[config.mk]
export PLATFORM = sky130hd
export DESIGN_NAME = reg_scoreboard
export DESIGN_NICKNAME = d
export VERILOG_FILES = /design/src/rtl/reg_scoreboard.sv
export SDC_FILE = /design/constraint.sdc
export NUM_CORES = 1
export LEC_CHECK = 0
export BUFFER_PORTS_ARGS = -buffer_cell sky130_fd_sc_hd__buf_4
export CAP_MARGIN = 30
export CORE_UTILIZATION = 51
export DETAILED_ROUTE_END_ITERATION = 7
export MAX_ROUTING_LAYER = met4
export PLACE_DENSITY = 0.71
export SYNTH_ARGS = -nofsm -noshare
export SYNTH_HDL_FRONTEND = slang
export SYNTH_SLANG_ARGS = --single-unit
[constraint.sdc]
create_clock -name clk -period 6.2 [get_ports clk]
set_input_delay 1.24 -clock clk [delete_from_list [all_inputs] [get_ports clk]]
set_output_delay 1.24 -clock clk [all_outputs]
set_load 0.03 [all_outputs]
[src/rtl/reg_scoreboard.sv]
// Register reservation scoreboard: one saturating pending-write counter per
// architectural register, with two lookup ports, reserve/release and flush.
module reg_scoreboard #(
  parameter int W_RD  = 4,
  parameter int CNT_W = 2
) (
  input  logic                 clk,
  input  logic                 rst,
  input  logic [W_RD-1:0]      rd_name_i,
  input  logic [W_RD-1:0]      rs_name_i,
  output logic                 rd_reserved_o,
  output logic                 rs_reserved_o,
  input  logic                 reserve_i,
  input  logic [W_RD-1:0]      reserve_name_i,
  output logic                 reserve_ack_o,
  input  logic                 release_i,
  input  logic [W_RD-1:0]      release_name_i,
  input  logic                 flush_i,
  output logic [(2**W_RD)-1:0] pending_o,
  output logic                 err_o
);

  localparam int NREG = 2**W_RD;
  localparam logic [CNT_W-1:0] CNT_MAX  = {CNT_W{1'b1}};
  localparam logic [CNT_W-1:0] CNT_ZERO = {CNT_W{1'b0}};
  localparam logic [CNT_W-1:0] CNT_ONE  = CNT_W'(1);

  logic [NREG-1:0][CNT_W-1:0] cnt_r;
  logic [NREG-1:0][CNT_W-1:0] cnt_nxt_s;
  logic                       err_r;
  logic                       same_s;
  logic                       ack_s;
  logic                       rel_s;
  logic                       underflow_s;
  logic [NREG-1:0]            inc_s;
  logic [NREG-1:0]            dec_s;

  // Accept/refuse a reservation; a matching release frees a slot in a full counter.
  always_comb begin
    same_s      = release_i && (release_name_i == reserve_name_i);
    ack_s       = reserve_i && !flush_i && ((cnt_r[reserve_name_i] != CNT_MAX) || same_s);
    rel_s       = release_i && !flush_i;
    underflow_s = rel_s && (cnt_r[release_name_i] == CNT_ZERO) && !(ack_s && same_s);
  end

  // Per-register increment/decrement strobes; a same-register reserve cancels the release.
  always_comb begin
    inc_s = '0;
    dec_s = '0;
    for (int n = 0; n < NREG; n++) begin
      inc_s[n] = ack_s && (reserve_name_i == W_RD'(n));
      dec_s[n] = rel_s && (release_name_i == W_RD'(n)) &&
                 ((cnt_r[n] != CNT_ZERO) || inc_s[n]);
    end
  end

  // Next counter values; flush wins over everything else.
  always_comb begin
    cnt_nxt_s = cnt_r;
    for (int n = 0; n < NREG; n++) begin
      if (flush_i) begin
        cnt_nxt_s[n] = CNT_ZERO;
      end else if (inc_s[n] && !dec_s[n]) begin
        cnt_nxt_s[n] = cnt_r[n] + CNT_ONE;
      end else if (dec_s[n] && !inc_s[n]) begin
        cnt_nxt_s[n] = cnt_r[n] - CNT_ONE;
      end else begin
        cnt_nxt_s[n] = cnt_r[n];
      end
    end
  end

  // Counter and sticky error state.
  always_ff @(posedge clk or negedge rst) begin
    if (!rst) begin
      cnt_r <= '0;
      err_r <= 1'b0;
    end else begin
      cnt_r <= cnt_nxt_s;
      err_r <= err_r || underflow_s;
    end
  end

  // Lookup outputs straight from registered state, no release bypass.
  always_comb begin
    pending_o = '0;
    for (int n = 0; n < NREG; n++) begin
      pending_o[n] = (cnt_r[n] != CNT_ZERO);
    end
    rd_reserved_o = (cnt_r[rd_name_i] != CNT_ZERO);
    rs_reserved_o = (cnt_r[rs_name_i] != CNT_ZERO);
    reserve_ack_o = ack_s;
    err_o         = err_r;
  end

endmodule

==> out/results.tsv <==
stage	metric	value	unit
logic_synthesis	Synth top area share	24.3	%
placed_design	Port Buffer Count	40	
logic_synthesis	Syn Inst Count	416	
logic_synthesis	syn_area_per_cell	8.16	um2
routing	initial DRC count	535	
final_layout	fill cell count	585	
sta	Setup violations, final	0	
final_layout	synth-to-layout area growth	9.95	%
floorplanning	die width	83.6	um
sta	Slew @ Worst Pin	866	ps
floorplanning	I/O pin count	41	
logic_synthesis	commonest cells in the netlist	46 x nor2_1, 33 x dfrtp_1, 33 x nand2_1, 31 x a21oi_1, 24 x inv_1	
cts	post-cts sizing count	0	
final_layout	Finished Cell Area	0.00373	mm2
sta	RSZ-0062 raised after global routing	false	
final_layout	NumNets Final	452	
global_routing	largest net degree at the start of global routing	39	
logic_synthesis	flops & latches, synth	33	
cts	Max Root-Sink Buffers	2	
cts	Worst-path clk slew	70	ps
pwr	P per Cell Area	129	mW/mm2
status	status	finished, final reports clean	
cts	H-tree depth	2	
routing	Post-Route WL	9920	um
final_layout	Diodes inserted	0	
global_routing	initial antenna violation count	0	
critical_path	Critical Path Source Type	primary input	
cts	CTS Buf Count	5	
placed_design	dpl hpwl	7340	um
sta	Final Hold Viols	0	
pwr	post-layout power	481	uW
logic_synthesis	Synth async-reset ratio	100	%
critical_path	WS Path Type	in2out	
cts	Post-CTS Setup Bufs	0	
routing	ANT nets after route	0	
cts	TritonCTS Sinks	33	
critical_path	Data arrival, critical path	3160	ps
routing	DR pass1 iterations	5	
logic_synthesis	top cells by area, synth	dfrtp_1 24%, mux4_2 15%, nor2_1 5.1%	
routing	DR vias	3461	
logic_synthesis	Post-synth EDFFs	0	
floorplanning	Initial Util	53.2	%
placed_design	Post-DP Area	0.00364	mm2
sta	worst rel slew slack	42.1	%
logic_synthesis	dominant cell type by area after synthesis	dfrtp_1	
routing	Avg WL per Cell	19.5	um
logic_synthesis	Syn. warnings	0	
global_routing	grt total ovfl	0	
logic_synthesis	Mapped Nets	437	
floorplanning	num rows	29	
logic_synthesis	Cell Area, Synth	0.00339	mm2
final_layout	register area	826	um2
cts	clk_lat worst skew	300	ps
global_routing	GRT Util Overall	29.9	%
cts	# hold bufs at CTS	0	
cts	Root Buffer	clkbuf_8	
logic_synthesis	top-count cell post-synth	nor2_1	
routing	Top Metal Used	met4	
run	Max Cap Violations	0	
sta	fin. max-slew vios	0	
floorplanning	die span in y	83.6	um
placed_design	GPL Wtd Cong	0.938	
routing	metal3 WL	937	um
global_routing	number of global-route vias before repair	3111	
sta	fin crit share	71.0	%
sta	Min Hold Slack	505	ps
logic_synthesis	post-synthesis sequential area ratio	24.3	%
critical_path	crit path capture type	output port	
final_layout	share of layout cells above drive strength 1	20.8	%
critical_path	CP Max Fanout	38	
placed_design	Placed Cells incl. Taps	500	
global_routing	first-pass GRT wire length	16100	um
sta	Worst Clk Skew	8.62	ps
floorplanning	total core area	0.00639	mm2
critical_path	CP required	4960	ps
routing	Metal-1 WL	4230	um
final_layout	Post-Layout Cell Count	509	
routing	drt drc	0	
pwr	Peak supply drop	102	uV
cts	CTS tree	built	
sta	TNS Setup	0	ps
sta	time the worst path needs with I/O delays and setup	4400	ps
routing	routed length on met2	4500	um
logic_synthesis	most used flip-flop cell after synthesis	dfrtp_1	
floorplanning	Die ar.	0.00699	mm2
routing	vias per inst	6.80	
pwr	P_leak	1.50	nW
sta	f_max	0.227	GHz
min_path	Hold Path Class	reg2reg	
logic_synthesis	Cell variety after synth	65	
final_layout	Multi-input gate area	0.00232	mm2
==> worst max-delay path, cell delays in order <==
cell     delay, ps
buf_4          240
nor2b_1        440
nand4_1        770
o21ai_4        270
buf_4          200
==> routing by layer <==
metal	vias to the layer above	global-route usage (%)
li1	1586	-
met1	1629	40.9
met2	216	43.8
met3	30	6.33
met4	0	10.8
met5	-	-
==> state kept, by name (all words and copies together), names as in the netlist <==
register / flops
err_o: 1
cnt_r: 32
==> worst paths after layout <==
kind / cells past startpoint / end / slack, ps / startpoint
setup / recovery: 5 / reserve_ack_o / 1800 / flush_i
hold / removal: 1 / err_o / 500 / err_o
setup reg to reg: 8 / cnt_r[8] / 3500 / cnt_r[2]
hold reg to reg: 1 / err_o / 500 / err_o
max in group asynchronous: 1 / cnt_r[0] / 5000 / rst
min in group asynchronous: 1 / cnt_r[19] / 870 / rst
==> area by class of cell <==
type | instances | share of cell area [%]
multi-input cells | 325 | 62.1
flip-flops and latches | 33 | 22.1
repair buffers | 42 | 8.65
well taps | 77 | 2.58
inverters | 24 | 2.41
clock buffers | 8 | 2.15
==> kinds of logic (layout without fill, tap and decap cells) <==
group,Yosys count,in the layout,synth area share [%]
buf+inv,58,74,7.41
xor+xnor,7,7,1.81
simple gates,179,179,27.1
mux,26,26,16.2
compound gates,113,113,23.2
flops,33,33,24.3
==> per-stage QoR <==
stage          util (%)  worst slack [ps]
2_1_floorplan         -              2090
3_3_place_gp       57.0              2030
3_5_place_dp       57.0              1940
4_1_cts            58.2              1930
5_1_grt            58.4              1750
6_report           58.4              1800
==> power breakdown <==
group | total, mW | switching, mW | internal, mW
clock network | 0.164 | 0.0842 | 0.0799
logic | 0.0974 | 0.0621 | 0.0353
registers | 0.219 | 0.00267 | 0.217
total | 0.481 | 0.149 | 0.332
==> cells in the final DEF, fill, tap and decap left out, types with 5 or more instances in the layout <==
| cell type | count |
|---|---|
| a31oi_1 | 8 |
| mux4_2 | 23 |
| nand2b_1 | 17 |
| nor3_1 | 12 |
| xor2_1 | 5 |
| inv_1 | 24 |
| nand3_1 | 20 |
| clkbuf_8 | 5 |
| buf_4 | 41 |
| o21ai_0 | 17 |
| nand4_1 | 10 |
| dfrtp_1 | 33 |
| a22oi_1 | 6 |
| a21oi_1 | 31 |
| or2_2 | 6 |
| nor2b_1 | 8 |
| nor2_1 | 46 |
| nor3b_1 | 5 |
| nand2_1 | 33 |
(Power assumes the default switching activity.)
